### src/rtl/pipe_hazard_ctrl.sv
// pipe_hazard_ctrl: debug run/halt/step FSM plus load-use stall and branch flush control with event counters
//   in : Clock, Reset (sync, active-high), id_rs/id_rt[4:0], id_use_rs/id_use_rt,
//        exe_d[4:0], exe_wreg, exe_m2reg, btaken, halt_req, run_req, step_req
//   out: pipe_en, pc_en, ifid_en, ifid_flush, idexe_flush, state[1:0], stall_cnt[15:0], flush_cnt[15:0]
module pipe_hazard_ctrl (
  input  logic        Clock,
  input  logic        Reset,
  input  logic [4:0]  id_rs,
  input  logic [4:0]  id_rt,
  input  logic        id_use_rs,
  input  logic        id_use_rt,
  input  logic [4:0]  exe_d,
  input  logic        exe_wreg,
  input  logic        exe_m2reg,
  input  logic        btaken,
  input  logic        halt_req,
  input  logic        run_req,
  input  logic        step_req,
  output logic        pipe_en,
  output logic        pc_en,
  output logic        ifid_en,
  output logic        ifid_flush,
  output logic        idexe_flush,
  output logic [1:0]  state,
  output logic [15:0] stall_cnt,
  output logic [15:0] flush_cnt
);
  typedef enum logic [1:0] {RUN = 2'd0, HALT = 2'd1, STEP = 2'd2} st_e;
  st_e         state_q, state_d;
  logic [15:0] stall_q, stall_d, flush_q, flush_d;
  logic        load_use, do_flush, do_stall;
  always_comb begin
    state_d = (state_q == RUN)  ? (halt_req ? HALT : RUN) :
              (state_q == HALT) ? (run_req ? RUN : (step_req ? STEP : HALT)) :
              (state_q == STEP) ? HALT : RUN;
    pipe_en     = (state_q == RUN) || (state_q == STEP);
    load_use    = exe_m2reg & exe_wreg & (exe_d != 5'd0) &
                  ((id_use_rs & (id_rs == exe_d)) | (id_use_rt & (id_rt == exe_d)));
    // branch redirect wins over a load-use stall in the same cycle
    do_flush    = pipe_en & btaken;
    do_stall    = pipe_en & ~btaken & load_use;
    pc_en       = pipe_en & ~do_stall;
    ifid_en     = pipe_en & ~do_stall;
    ifid_flush  = do_flush;
    idexe_flush = do_flush | do_stall;
    stall_d     = stall_q + {15'd0, do_stall & (stall_q != 16'hFFFF)};
    flush_d     = flush_q + {15'd0, do_flush & (flush_q != 16'hFFFF)};
  end
  always_ff @(posedge Clock) begin
    if (Reset) begin
      state_q <= RUN;
      stall_q <= '0;
      flush_q <= '0;
    end else begin
      state_q <= state_d;
      stall_q <= stall_d;
      flush_q <= flush_d;
    end
  end
  assign state     = state_q;
  assign stall_cnt = stall_q;
  assign flush_cnt = flush_q;
endmodule

### config.mk
export PLATFORM = sky130hd
export DESIGN_NAME = pipe_hazard_ctrl
export DESIGN_NICKNAME = d
export VERILOG_FILES = /design/src/rtl/pipe_hazard_ctrl.sv
export SDC_FILE = /design/constraint.sdc
export NUM_CORES = 1
export LEC_CHECK = 0
export ABC_AREA = 1
export BUFFER_PORTS_ARGS = -buffer_cell sky130_fd_sc_hd__buf_2
export CORE_ASPECT_RATIO = 1.25
export CORE_MARGIN = 2
export CORE_UTILIZATION = 34
export CTS_BUF_LIST = sky130_fd_sc_hd__clkbuf_4
export DETAILED_ROUTE_END_ITERATION = 12
export PLACE_DENSITY = 0.61
export SYNTH_ARGS = -nofsm -noshare
export SYNTH_HDL_FRONTEND = slang
export SYNTH_SLANG_ARGS = --single-unit
### constraint.sdc
create_clock -name Clock -period 1.79 [get_ports Clock]
set_clock_uncertainty 0.1 [all_clocks]
set_input_delay 0 -clock Clock [delete_from_list [all_inputs] [get_ports Clock]]
set_output_delay 0 -clock Clock [all_outputs]
set_load 0.05 [all_outputs]
==> summary.md <==
| Metric | Value |
|---|---|
| HP Class | `input pin to flop` |
| Clock power share | `0.296` |
| Main synth FF type | `dfxtp_1` |
| Clock slew at the register clock pins of the worst setup and hold paths | `0.11 ns` |
| Netlist cell types | `25` |
| Diode count | `0` |
| Total Routed Length | `5430 um` |
| EDFF count, synth | `0` |
| CTS H-tree lvls | `2` |
| Number of global-route vias before repair | `2,184` |
| Max Clk Rate | `0.509 GHz` |
| Element type at the critical path end | `flop` |
| Place WS | `-0.220 ns` |
| Routed Antenna Nets | `0` |
| PD cells | `439 nW/um^2` |
| Part of the power in combinational logic | `0.184` |
| Synth area leaders | `dfxtp_1, nand2_1, nor2_1, inv_1, a21oi_1` |
| CP Data Arrival Time | `2.09 ns` |
| Crit-path max FO | `6` |
| Sequential cell area fraction in the yosys report | `0.371` |
| Nets | `447` |
| Die H | `86.1 um` |
| First DRT Iteration DRCs | `80` |
| DR vias | `2,206` |
| Leakage | `1.60 nW` |
| Gate Count Post-Synth | `282` |
| Sinks on Clock Net | `34` |
| Internal power | `1.03 mW` |
| Least-Margin Pin Slew | `0.528 ns` |
| Layout cells sized above 1 | `0.572` |
| Initial Utilization | `0.356` |
| Largest net degree at the start of global routing | `23` |
| Seq cells post-synth | `34` |
| Seq pwr share | `0.520` |
| Synth Area in Compound Gates | `0.107` |
| Post-Synth XOR/XNOR Area | `0.0191` |
| Setup ws final | `-0.173 ns` |
| Die ar. | `6000 um^2` |
| Simple-Gate Fraction of Synth Area | `0.377` |
| Final RePlAce weighted congestion | `0.795` |
| Failing checks | `setup timing` |
| Row cnt | `29` |
| CP Launch Type | `flop` |
| Post-DP HPWL | `3910 um` |
| All-layer global routing usage | `0.184` |
| CTS max path bufs | `2` |
| Post-Syn Nets | `312` |
| Initial antenna violation count | `0` |
| Area growth syn-to-layout | `79.6%` |
| Die width | `69.7 um` |
| # IOs | `64` |
| Worst skew pair latency | `0.33 ns` |
| RSZ-0062 raised after global routing | `true` |
| CTS tree | `built` |
| Final hold viol count | `0` |
| Largest family of logic cells by synthesized area | `simple AND/OR/NAND/NOR gates` |
| Status | `finished, violations left` |
| Area leader, netlist | `dfxtp_1` |
| Post-route minimum period | `1.96 ns` |
| # port buffers | `63` |
| Multiplexer share of the synthesized area | `0` |
| Post-Synth Adder-Cell Area | `0.0341` |
| Cell area after synthesis | `1830 um^2` |
| Mean Syn Cell Area | `6.50 um^2` |
| First-pass GRT wire length | `8990 um` |
| Max-Cap Viols | `0` |
| Yosys warns | `0` |
| Core Region | `5150 um^2` |
| Final setup viols | `24` |
| Kind of critical path | `flop to flop` |
| Rel. slew slack | `0.648` |
| VDD IR max | `349 uV` |
| Total global routing overflow | `0` |
| Sw power | `0.422 mW` |
| Sum of negative setup slack | `-1.41 ns` |
| Area after DPL | `2760 um^2` |
| DRC viols | `0` |
| Post-DR wirelength/cell | `11.3 um` |
| Root Buffer | `clkbuf_4` |
| Fin. max-slew vios | `0` |
| Switching part of the total | `0.292` |
| Fraction of registers with async set/reset | `0` |
| Post-route cell area | `3290 um^2` |
| First drt pass iteration count | `4` |
| CP required | `1.92 ns` |
| Synth top area share | `0.371` |
| Via density | `4.60` |
| CTS Buf Count | `5` |
| Final cycle utilization of the critical path | `1.10` |
-- metrics by stage --
step,hold WS [ns],instances,util,power (mW)
2_1_floorplan,0.0409,282,-,0.902
3_3_place_gp,0.155,452,0.535,0.981
3_5_place_dp,0.160,452,0.535,0.985
4_1_cts,0.00683,478,0.601,1.45
5_1_grt,0.0470,480,0.639,1.52
6_report,0.0310,480,0.639,1.45
-- power groups by stage --
stage          Combinational (mW)  Sequential, mW  Clock, mW
3_5_place_dp                0.214           0.771          0
5_1_grt                     0.292           0.754      0.471
6_report                    0.266           0.752      0.429
3_3_place_gp                0.211           0.770          0
4_1_cts                     0.252           0.752      0.447
2_1_floorplan               0.104           0.798          0
-- per-layer routing --
| layer | part of all wire | wire length [um] | global-route usage | vias up |
|---|---|---|---|---|
| met5 | 0 | 0 | 0 | - |
| met4 | 0.018 | 97 | 0.0682 | 0 |
| met3 | 0.040 | 216 | 0.0353 | 9 |
| met2 | 0.53 | 2880 | 0.341 | 46 |
| met1 | 0.41 | 2230 | 0.209 | 989 |
| li1 | - | - | - | 1162 |
-- layout by cell type, fill, tap and decap left out, types with 4 or more instances in the layout --
| master | synthesis | layout |
|---|---|---|
| inv_1 | 40 | 36 |
| nand2_2 | 4 | 18 |
| buf_2 | 0 | 59 |
| o21ai_1 | 0 | 4 |
| o21a_1 | 4 | 4 |
| dfxtp_4 | 0 | 11 |
| dfxtp_2 | 0 | 21 |
| buf_4 | 1 | 58 |
| o21ai_2 | 0 | 5 |
| a21oi_1 | 19 | 13 |
| nand2_1 | 75 | 55 |
| nor2_1 | 47 | 36 |
| buf_6 | 0 | 10 |
| nand3_1 | 11 | 5 |
| nand2_4 | 0 | 6 |
| nor2_4 | 1 | 14 |
| dlygate4sd3_1 | 0 | 4 |
| nand3_2 | 1 | 4 |
| nand4_1 | 8 | 8 |
| clkbuf_4 | 0 | 6 |
| a21oi_2 | 0 | 5 |
| ha_4 | 0 | 4 |
-- path summary, 6_finish.rpt --
path | to | cells past startpoint | startpoint | slack, ns
worst max-delay path | flush_cnt[8]$_SDFF_PP0_ | 13 | state[0]$_SDFF_PP0_ | -0.17
worst min register to register | stall_cnt[15]$_SDFF_PP0_ | 2 | stall_cnt[15]$_SDFF_PP0_ | 0.42
worst min-delay path | stall_cnt[14]$_SDFF_PP0_ | 3 | Reset | 0.03
worst max register to register | flush_cnt[8]$_SDFF_PP0_ | 13 | state[0]$_SDFF_PP0_ | -0.17
-- Yosys cell counts, drive strengths merged, types with 2 or more instances --
cell,count
nand2,79
o21a,4
ha,5
a21oi,19
a31oi,2
xnor2,2
nor2,50
clkbuf,3
nor3,6
xor2,2
nand3b,2
nand4,8
inv,40
nand3,12
o21ai,10
dfxtp,34
-- cells by family after synthesis --
logic type / count (synthesis)
AND/OR/NAND/NOR: 159
buffers and inverters: 44
AO/OA/AOI/OAI: 36
flip-flops: 34
adder cells (fa/ha/maj): 5
XOR/XNOR: 4
-- repair_timing --
| action | 4_1_cts | 5_1_grt |
|---|---|---|
| resized for setup | 34 | 50 |
| setup endpoints to repair | 25 | 32 |
| endpoints found under the hold margin | 2 | 0 |
| hold buffers | 4 | 0 |
| setup buffers | 15 | 9 |
| pin swaps | 31 | 31 |
-- registers in the layout, indices dropped and copies added, names as in the netlist --
name	flops
flush_cnt	16
state	2
stall_cnt	16
-- worst max-delay path: stages (launching register included) --
cell and delay (ns):
dfxtp_4 0.36, buf_6 0.11, clkinvlp_4 0.07, nand2_2 0.06, a41oi_2 0.15, ha_2 0.23
ha_4 0.14, nand2_2 0.05, inv_2 0.07, nand2_4 0.06, nor2_4 0.19, nand2_2 0.09
o21ai_2 0.13, nor2_1 0.04
-- area by class of cell --
class	count	area, um^2
multi-input combinational	204	1360
clock buffer	6	45.0
tap	62	77.6
timing repair buffer	132	898
inverter	40	156
fill	466	1860
clock inverter	2	8.76
sequential	34	748
Note: power is estimated with default switching activity, not from simulation.
